$ cat src/rtl/output_buffer_scheduler_pkg.sv
`default_nettype none
// ============================================================================
// Module      : obuf_sched_pkg
// Description : Shared types and constants for the output buffer scheduler.
//               Provides the controller state encoding and the width of the
//               optional stall statistics counter.
// Revision    : 1.0 - initial release
// ============================================================================
package obuf_sched_pkg;

  // Controller states, explicitly 2 bits wide.
  typedef enum logic [1:0] {
    IDLE   = 2'd0,
    ACTIVE = 2'd1,
    FLUSH  = 2'd2
  } state_e;

  // Width of the saturating stall counter (only used when stall stats exist).
  localparam int STALL_CNT_W = 16;

endpackage : obuf_sched_pkg
`default_nettype wire

$ cat src/rtl/output_buffer_scheduler_arb.sv
`default_nettype none
// ============================================================================
// Module      : rr_arbiter2
// Description : Two-requester round-robin arbiter with a combinational grant.
//               When both lanes request, the lane that did not win last time
//               is granted. The last-winner register only moves on a grant.
// Ports       : clk     - clock, rising edge
//               rst     - synchronous active-high reset
//               valid   - per-lane request [1:0]
//               enable  - grants are allowed this cycle
//               grant   - one-hot grant [1:0], zero when nothing granted
// Revision    : 1.0 - initial release
// ============================================================================
module rr_arbiter2 (
  input  logic       clk,
  input  logic       rst,
  input  logic [1:0] valid,
  input  logic       enable,
  output logic [1:0] grant
);

  // 1 = lane 1 won the last grant. Resets to 1 so lane 0 wins the first tie.
  logic r_last_grant;

  always_comb begin
    grant = 2'b00;
    if (enable) begin
      case (valid)
        2'b01:   grant = 2'b01;
        2'b10:   grant = 2'b10;
        2'b11:   grant = r_last_grant ? 2'b01 : 2'b10;
        default: grant = 2'b00;
      endcase
    end
  end

  always_ff @(posedge clk) begin
    if (rst) begin
      r_last_grant <= 1'b1;
    end else if (|grant) begin
      r_last_grant <= grant[1];
    end
  end

endmodule : rr_arbiter2
`default_nettype wire

$ cat src/rtl/output_buffer_scheduler.sv
`default_nettype none
// ============================================================================
// Module      : output_buffer_scheduler
// Description : Output buffer RAM controller. Arbitrates two result lanes
//               into a circular buffer, drains stored words to a valid/ready
//               consumer and runs an end-of-frame flush sequence.
// Ports       : clk, rst                 - clock / synchronous active-high reset
//               req{0,1}_valid/data/ready - producer lanes (ready = grant)
//               buf_wr_cs/en/addr/data    - buffer write port
//               buf_rd_cs/en/addr/data    - buffer read port (1-cycle latency)
//               out_valid/out_data/out_ready - consumer handshake
//               flush_req / flush_done    - flush request level / done pulse
//               count, full, empty        - occupancy status
//               stall_cnt                 - saturating stall counter, present
//                                           only with OBUF_SCHED_STALL_STATS_EN
// Options     : OBUF_SCHED_STALL_STATS_EN - adds stall_cnt output and logic
// Revision    : 1.0 - initial release
// ============================================================================
module output_buffer_scheduler
  import obuf_sched_pkg::*;
#(
  parameter int DATA_WIDTH = 32,
  parameter int ADDR_WIDTH = 7,
  parameter int RAM_DEPTH  = 64
) (
  input  logic                   clk,
  input  logic                   rst,
  input  logic                   req0_valid,
  input  logic [DATA_WIDTH-1:0]  req0_data,
  output logic                   req0_ready,
  input  logic                   req1_valid,
  input  logic [DATA_WIDTH-1:0]  req1_data,
  output logic                   req1_ready,
  output logic                   buf_wr_cs,
  output logic                   buf_wr_en,
  output logic [ADDR_WIDTH-1:0]  buf_wr_addr,
  output logic [DATA_WIDTH-1:0]  buf_wr_data,
  output logic                   buf_rd_cs,
  output logic                   buf_rd_en,
  output logic [ADDR_WIDTH-1:0]  buf_rd_addr,
  input  logic [DATA_WIDTH-1:0]  buf_rd_data,
  output logic                   out_valid,
  output logic [DATA_WIDTH-1:0]  out_data,
  input  logic                   out_ready,
  input  logic                   flush_req,
  output logic                   flush_done,
  output logic [ADDR_WIDTH:0]    count,
  output logic                   full,
`ifdef OBUF_SCHED_STALL_STATS_EN
  output logic [STALL_CNT_W-1:0] stall_cnt,
`endif
  output logic                   empty
);

  localparam logic [ADDR_WIDTH-1:0] c_PTR_LAST = ADDR_WIDTH'(RAM_DEPTH - 1);
  localparam logic [ADDR_WIDTH-1:0] c_PTR_ONE  = ADDR_WIDTH'(1);
  localparam logic [ADDR_WIDTH:0]   c_DEPTH    = (ADDR_WIDTH + 1)'(RAM_DEPTH);
  localparam logic [ADDR_WIDTH:0]   c_CNT_ONE  = (ADDR_WIDTH + 1)'(1);

  // --------------------------------------------------------------------------
  // Registered state
  // --------------------------------------------------------------------------
  state_e                r_state;
  logic [ADDR_WIDTH-1:0] r_wr_ptr;
  logic [ADDR_WIDTH-1:0] r_rd_ptr;
  logic [ADDR_WIDTH:0]   r_count;
  logic                  r_out_valid;
  logic                  r_flush_done;

  // --------------------------------------------------------------------------
  // Combinational signals
  // --------------------------------------------------------------------------
  state_e                w_state_nxt;
  logic [1:0]            w_grant;
  logic                  w_any_grant;
  logic                  w_rd_issue;
  logic                  w_full;
  logic                  w_empty;
  logic                  w_arb_en;
  logic                  w_flush_fin;
  logic [ADDR_WIDTH:0]   w_count_nxt;
  logic [ADDR_WIDTH-1:0] w_wr_ptr_inc;
  logic [ADDR_WIDTH-1:0] w_rd_ptr_inc;

  // Both full and empty look only at the registered count: a read freeing a
  // slot cannot enable a grant in the same cycle, and a fresh write cannot be
  // read back in the cycle it is written.
  assign w_full  = (r_count == c_DEPTH);
  assign w_empty = (r_count == '0);

  rr_arbiter2 u_arb (
    .clk    (clk),
    .rst    (rst),
    .valid  ({req1_valid, req0_valid}),
    .enable (w_arb_en),
    .grant  (w_grant)
  );

  assign w_any_grant = |w_grant;

  // A new read may be issued whenever the output register is free or is
  // being emptied this cycle, which sustains one word per cycle.
  assign w_rd_issue = !w_empty && (!r_out_valid || out_ready);

  assign w_wr_ptr_inc = (r_wr_ptr == c_PTR_LAST) ? '0 : r_wr_ptr + c_PTR_ONE;
  assign w_rd_ptr_inc = (r_rd_ptr == c_PTR_LAST) ? '0 : r_rd_ptr + c_PTR_ONE;

  always_comb begin
    w_count_nxt = r_count;
    if (w_any_grant && !w_rd_issue) begin
      w_count_nxt = r_count + c_CNT_ONE;
    end else if (!w_any_grant && w_rd_issue) begin
      w_count_nxt = r_count - c_CNT_ONE;
    end
  end

  // --------------------------------------------------------------------------
  // Pointers, occupancy and read pipeline
  // --------------------------------------------------------------------------
  always_ff @(posedge clk) begin
    if (rst) begin
      r_wr_ptr    <= '0;
      r_rd_ptr    <= '0;
      r_count     <= '0;
      r_out_valid <= 1'b0;
    end else begin
      r_count <= w_count_nxt;
      if (w_any_grant) begin
        r_wr_ptr <= w_wr_ptr_inc;
      end
      if (w_rd_issue) begin
        r_rd_ptr    <= w_rd_ptr_inc;
        r_out_valid <= 1'b1;
      end else if (out_ready) begin
        r_out_valid <= 1'b0;
      end
    end
  end

  // --------------------------------------------------------------------------
  // Controller FSM: state register
  // --------------------------------------------------------------------------
  always_ff @(posedge clk) begin
    if (rst) begin
      r_state      <= IDLE;
      r_flush_done <= 1'b0;
    end else begin
      r_state      <= w_state_nxt;
      r_flush_done <= w_flush_fin;
    end
  end

  // --------------------------------------------------------------------------
  // Controller FSM: next state
  // --------------------------------------------------------------------------
  always_comb begin
    w_state_nxt = r_state;
    case (r_state)
      IDLE: begin
        if (flush_req) begin
          w_state_nxt = FLUSH;
        end else if (w_any_grant) begin
          w_state_nxt = ACTIVE;
        end
      end
      ACTIVE: begin
        if (flush_req) begin
          w_state_nxt = FLUSH;
        end else if (w_count_nxt == '0) begin
          w_state_nxt = IDLE;
        end
      end
      FLUSH: begin
        if (w_flush_fin) begin
          w_state_nxt = IDLE;
        end
      end
      default: w_state_nxt = IDLE;
    endcase
  end

  // --------------------------------------------------------------------------
  // Controller FSM: outputs
  // --------------------------------------------------------------------------
  always_comb begin
    // A flush request also blocks grants in the cycle it is first seen, so
    // nothing new slips in behind the words being drained.
    w_arb_en    = (r_state != FLUSH) && !flush_req && !w_full;
    // Done once nothing is stored, no read is in flight and the consumer
    // has taken the last word.
    w_flush_fin = (r_state == FLUSH) && w_empty && !r_out_valid;
  end

  // --------------------------------------------------------------------------
  // Outputs
  // --------------------------------------------------------------------------
  assign req0_ready  = w_grant[0];
  assign req1_ready  = w_grant[1];
  assign buf_wr_cs   = w_any_grant;
  assign buf_wr_en   = w_any_grant;
  assign buf_wr_addr = r_wr_ptr;
  assign buf_wr_data = w_grant[1] ? req1_data : req0_data;
  assign buf_rd_cs   = w_rd_issue;
  assign buf_rd_en   = w_rd_issue;
  assign buf_rd_addr = r_rd_ptr;
  assign out_valid   = r_out_valid;
  assign out_data    = buf_rd_data;
  assign flush_done  = r_flush_done;
  assign count       = r_count;
  assign full        = w_full;
  assign empty       = w_empty;

`ifdef OBUF_SCHED_STALL_STATS_EN
  // --------------------------------------------------------------------------
  // Stall statistics: cycles where a lane waits because of full or flush
  // --------------------------------------------------------------------------
  logic [STALL_CNT_W-1:0] r_stall_cnt;
  logic                   w_stall;

  assign w_stall = (req0_valid || req1_valid) && !w_any_grant &&
                   (w_full || (r_state == FLUSH) || flush_req);

  always_ff @(posedge clk) begin
    if (rst) begin
      r_stall_cnt <= '0;
    end else if (w_stall && (r_stall_cnt != '1)) begin
      r_stall_cnt <= r_stall_cnt + STALL_CNT_W'(1);
    end
  end

  assign stall_cnt = r_stall_cnt;
`endif

endmodule : output_buffer_scheduler
`default_nettype wire

$ cat config.mk
export PLATFORM = sky130hd
export DESIGN_NAME = output_buffer_scheduler
export DESIGN_NICKNAME = d
export VERILOG_FILES = /design/src/rtl/output_buffer_scheduler_pkg.sv /design/src/rtl/output_buffer_scheduler_arb.sv /design/src/rtl/output_buffer_scheduler.sv
export SDC_FILE = /design/constraint.sdc
export NUM_CORES = 1
export LEC_CHECK = 0
export ABC_AREA = 1
export CAP_MARGIN = 5
export CORE_ASPECT_RATIO = 0.8
export CORE_MARGIN = 4
export CORE_UTILIZATION = 32
export DETAILED_ROUTE_END_ITERATION = 10
export PLACE_DENSITY = 0.81
export SYNTH_ARGS = -nofsm -noshare
export SYNTH_HDL_FRONTEND = slang
export SYNTH_SLANG_ARGS = --single-unit
export TNS_END_PERCENT = 10
$ cat constraint.sdc
create_clock -name clk -period 2.1 [get_ports clk]
set_input_delay 0.315 -clock clk [delete_from_list [all_inputs] [get_ports clk]]
set_output_delay 0.315 -clock clk [all_outputs]
set_load 0.05 [all_outputs]
Word level (Yosys, flattened, before mapping)
Index checks and enable logic that the tools add are counted.
Widths: inputs -> output; s select.
{"block": "totals", "mem_count": 0, "output_inout_bits": 96, "ff_bits": 27, "mem_bits_rw": 0, "mem_bits_ro": 0, "latch_bits": 0}
{"block": "classes", "n_mul": 0, "n_shift": 0, "n_eq_ne": 12, "n_lt_le_gt_ge": 0, "n_mux": 16, "bitwise_logic": 0, "n_div": 0, "reduce_logical": 20, "addsub": 4}
{"cell": "$mux 32", "n": 1}
{"cell": "$logic_not 8->1", "n": 2}
{"cell": "$mux 8", "n": 2}
{"cell": "$add 7x1->7 const B", "n": 2}
{"cell": "$eq 7x6->1 const B", "n": 2}
{"cell": "$mux 2", "n": 7}
{"cell": "$mux 7", "n": 2}
{"cell": "$pmux 2 s3", "n": 2}
{"cell": "$add 8x1->8 const B", "n": 1}
{"cell": "$eq 8x7->1 const B", "n": 1}
{"cell": "$sub 8x1->8 const B", "n": 1}
{"cell": "$logic_and 1x1->1", "n": 7}
{"cell": "$eq 2x2->1 const B", "n": 3}
{"cell": "$logic_not 1->1", "n": 6}
{"cell": "$ne 3x3->1 const B", "n": 2}
{"cell": "$eq 2x1->1 const B", "n": 2}
{"cell": "$ne 2x2->1 const B", "n": 2}
{"cell": "$reduce_and 3->1", "n": 1}
{"cell": "$logic_not 2->1", "n": 1}
{"cell": "$mux 1", "n": 2}
{"cell": "$reduce_bool 2->1", "n": 1}
{"cell": "$reduce_or 2->1", "n": 1}
{"cell": "$logic_or 1x1->1", "n": 1}

Depth between registers and ports, before layout
{"block": "depth", "depth_word": 13, "ltp_mapped": 17, "mapped_depth_nobuf": 16}

Modules after synthesis
A second synthesis with hierarchy kept.
{"block": "hier_totals", "cells_unflattened": 332, "area_unflattened_um2": 2402.3}
{"module": "output_buffer_scheduler", "seq_area_each_um2": 520.5, "area_each_um2": 2331.0, "n_inst": 1, "cells_each": 320}
{"module": "rr_arbiter2", "seq_area_each_um2": 20.0, "area_each_um2": 71.3, "n_inst": 1, "cells_each": 12}

Worst setup path before layout
No wires, ideal clock.
{"block": "synth_timing", "kind": "flip-flop to output port", "startpoint": "register r_count[0], in the netlist count[0]", "endpoint": "output port buf_wr_data[22]", "stages_incl_launch_ff": 11, "arrival_ps": 2650, "slack_ps": -865, "path_cell_list": "dfxtp_1 -> inv_1 -> ha_1 -> inv_1 -> nor2_2 -> nand2_4 -> nand3_4 -> inv_1 -> buf_1 -> nand2_1 -> nand2_1"}
{"block": "synth_via", "elab_chain_len": 5}
{"element": "start: declaration", "line_no": "output_buffer_scheduler.sv:66", "text": "logic [ADDR_WIDTH:0] r_count;"}
{"element": "start signal: assignment", "line_no": "output_buffer_scheduler.sv:127", "text": "r_count <= w_count_nxt;"}
{"element": "$eq 8x7->1", "line_no": "output_buffer_scheduler.sv:88", "text": "assign w_full = (r_count == c_DEPTH);"}
{"element": "$logic_not 1->1", "line_no": "output_buffer_scheduler.sv:188", "text": "w_arb_en = (r_state != FLUSH) && !flush_req && !w_full;"}
{"element": "$logic_and 1x1->1", "line_no": "output_buffer_scheduler.sv:188"}
{"element": "$mux 2", "line_no": "output_buffer_scheduler_arb.sv:27", "text": "if (enable) begin"}
{"element": "via req1_ready", "line_no": "output_buffer_scheduler.sv:33", "text": "output logic req1_ready,"}
{"element": "$mux 32", "line_no": "output_buffer_scheduler.sv:202", "text": "assign buf_wr_data = w_grant[1] ? req1_data : req0_data;"}
{"element": "end: declaration", "line_no": "output_buffer_scheduler.sv:37", "text": "output logic [DATA_WIDTH-1:0] buf_wr_data,"}
The timed path passes the listed nets, and every way through them passes these cells.

Worst setup path after layout
{"block": "layout_timing", "startpoint": "register r_count[1], in the netlist count[1]", "endpoint": "output port buf_rd_en"}
{"block": "layout_via", "elab_chain_len": 3}
{"element": "$logic_not 8->1", "line_no": "output_buffer_scheduler.sv:89", "text": "assign w_empty = (r_count == '0);"}
{"element": "$logic_not 1->1", "line_no": "output_buffer_scheduler.sv:103", "text": "assign w_rd_issue = !w_empty && (!r_out_valid || out_ready);"}
{"element": "$logic_and 1x1->1", "line_no": "output_buffer_scheduler.sv:103"}
{"element": "end: declaration", "line_no": "output_buffer_scheduler.sv:39", "text": "output logic buf_rd_en,"}
No other way between the ends.

==> results by group <==
Logic synthesis
  – Ys async rst share: 0%
  – Area contributors post-synth: nand2_1 (24%), dfxtp_1 (23%), buf_4 (11%)
  – Most numerous cell in the Yosys netlist: nand2_1
  – Post-synth top area cell: nand2_1
  – Yosys reg bits: 27
  – YS warnings: 0
  – Most frequent cells after synthesis: nand2_1 (150), nor2_1 (37), buf_4 (35)
  – Syn avg cell area: about 6.1 µm²
  – Mapped Area: around 2300 µm²
  – Sequential-to-total area share from yosys stat: 23.4%
  – Cells after synthesis: between 300 and 400
  – Synth cell types: 34
  – Net Count, Synth: between 400 and 500
  – Ys flop type: dfxtp_1
  – Post-synth EDFFs: 0
  – Top-area cell type share of the netlist area: 24.4%

Final layout
  – Antenna Cells: 0
  – Fin cells: 603
  – Multi-input logic area: between 1500 and 2000 µm²
  – Fill count: 534
  – # nets final: 624
  – Ratio of cells with drive above 1 in the final layout: a little over a third
  – Seq. cell area: approximately 560 µm²
  – Syn-to-layout area delta: 95.9%
  – Post-route cell area: ~4500 µm²

Floorplan
  – Core footprint: 6960 µm²
  – Rows: 27
  – Die height: ~84 µm
  – Die width: 103 µm
  – Die Area: 8650 µm²
  – Starting Density: between 30 and 40%
  – Ports: approximately 200

STA
  – Setup violators final: 0
  – Hold WS: about 460 ps
  – RSZ-0062 raised after global routing: yes
  – Final period util: 97.7%
  – Min setup slack post-route: about 48 ps
  – FMAX: ~0.49 GHz
  – Tmin final: between 2000 and 2500 ps
  – Final number of max-transition violations: 0
  – Final hold vios: 0
  – Worst clock skew: between 6 and 7 ps
  – Relative slew slack: between 60% and 70%
  – Tightest Pin Transition: approximately 530 ps

Routing
  – Wire length after detailed routing: 9210 µm
  – Routed vias: roughly 3000
  – First DRT Iteration DRCs: between 100 and 150
  – Post-route DRC violation count: 0
  – Via density: between 4 and 5
  – Final ANT Viol Nets: 0
  – Routed len/inst: ~15 µm
  – Drt first pass iters: 5

Worst hold path
  – WHS Path Cells: 1
  – Hold crit path type: reg2reg

Place
  – IO buf count: around 130
  – Area post-placement: approximately 4100 µm²
  – Gpl congestion: 0.867
  – DP Worst Slack: -143 ps
  – DP Wirelength: just under 7000 µm
  – Placed Cells: 578

Worst setup path
  – WP data arrival: 1740 ps
  – Startpoint Class: flip-flop
  – Top Family by Delay on Critical Path: buffers and inverters
  – Critical Path RT: between 1500 and 2000 ps
  – Slowest stage delay, CP: 360 ps
  – CP Depth: 9
  – Crit path cell chain: inv_2 > ha_4 > buf_4 > nand2_2 > nor2_4 > nor2_8 > buf_6 > buf_4 > buf_12
  – Most used cell along the critical path: buf_4
  – Crit path kind: reg2out
  – Worst Reg-to-Reg Cells: 15
  – Element type at the critical path end: primary output
  – Max FO, Critical Path: 5
  – Buf/Inv on CP: 5
  – Crit-path slowest cell: dfxtp_4

Global route
  – Gr usage total: between 10% and 20%
  – Overflow left after global routing: 0
  – Initial antenna violation count: 0
  – First-pass GRT wire length: 13100 µm
  – Largest net degree at the start of global routing: 18
  – Vias in the first global route: 2696

Pwr
  – PwrDens: about 1300 nW/µm²
  – Lkg Pwr: approximately 2.0 nW
  – Maximum vdd drop: 1.17 mV
  – Pwr Total: 0.00592 W

Clocking
  – Clock sink count: 27
  – TritonCTS clock tree: yes
  – Clock Latency Late Sink: ~270 ps
  – Maximum buffer depth of the clock tree: 2
  – # hold bufs at CTS: 0
  – Clk root buf: clkbuf_8
  – H-tree level count: 1
  – CTS buffer count: 3
  – Clock Pin Slew Worst Setup and Hold Paths: about 100 ps

Outcome
  – Outcome: finished clean

Run
  – Maxcap violations: 0
==> final cells by class <==
class                   instances  share of cell area [%]
well taps                      87                    2.41
inverters                      26                    2.52
clock inverters                 1                   0.194
flip-flops and latches         27                    12.4
repair buffers                178                    48.0
multi-input cells             281                    33.6
clock buffers                   3                   0.913
==> routing by layer <==
| layer | wire length [µm] | GRT usage (%) |
|---|---|---|
| met4 | 350 | 5.76 |
| met3 | 594 | 4.26 |
| met2 | 4460 | 30.2 |
| met5 | 0 | 0 |
| met1 | 3800 | 24.0 |
==> layout by cell type, fill, tap and decap left out, types with 4 or more instances in the layout <==
cell             synthesis  layout
a21oi_1                 16      11
a21oi_2                  3       8
buf_12                   0      41
buf_4                   35      35
buf_6                    3       5
clkdlybuf4s50_1          0      90
dfxtp_1                 27      18
dfxtp_2                  0       6
ha_1                     5       4
inv_1                   19      15
inv_2                    5       7
nand2_1                150     109
nand2_2                  2      42
nand3_1                 18      17
nor2_1                  37      37
nor2_2                   5       4
nor3_1                   6       6
o21ai_0                  7       7
or2_2                    4       4
xor2_1                   7       7
==> worst paths after layout <==
check	startpoint	to	slack, ps
worst max register to register	count[4]	r_state[0]	80
worst min register to register	r_state[0]	flush_done	460
worst max-delay path	count[1]	buf_rd_en	50
worst min-delay path	r_state[0]	flush_done	460
==> flip-flops by register name, summed over array words and instances (netlist names) <==
signal              flops
buf_wr_addr             7
buf_rd_addr             7
count                   8
r_state                 2
out_valid               1
flush_done              1
u_arb.r_last_grant      1
==> where the power goes <==
part	leakage, nW	switching (W)	internal, W
combinational	1.78	0.00264	0.00215
clock	0.0261	0.000167	0.000139
sequential	0.225	0.000164	0.000658
total	2.03	0.00297	0.00295
==> metrics by stage <==
step,utilization [%],setup TNS (ps)
2_1_floorplan,-,0
3_3_place_gp,59.1,-32.5
3_5_place_dp,59.1,-2210
4_1_cts,61.5,0
5_1_grt,65.0,-467
6_report,65.0,0
==> repair_timing <==
action / 4_1_cts / 5_1_grt
endpoints found under the hold margin: 0 / 0
endpoints found under the setup margin: 36 / 40
pin swaps: 5 / 14
gates cloned: 1 / 3
buffers inserted: 5 / 12
gates resized for setup: 18 / 28
==> worst reg2reg max path, stage by stage (launching register included) <==
cell,delay (ps)
dfxtp_2,370
inv_2,130
nand2_1,80
nor2_2,120
nand2_4,80
buf_6,130
o211ai_4,140
nand2_4,140
nor2_1,150
nor2_1,80
nor2_2,130
nand2_1,70
nor2_1,110
nand2_1,60
nand2_1,70
a21oi_2,50
==> cell families (layout without fill, tap and decap cells) <==
group,Yosys count,in the layout,share of synthesized area (%)
DFF,27,27,23.4
buffers and inverters,72,208,18.6
adders and majority gates,5,5,2.71
AOI/OAI and AO/OA,30,30,7.42
and+or+nand+nor,238,239,45.2
xor gates and xnor gates,7,7,2.65
Note: power is estimated with default switching activity, not from simulation.
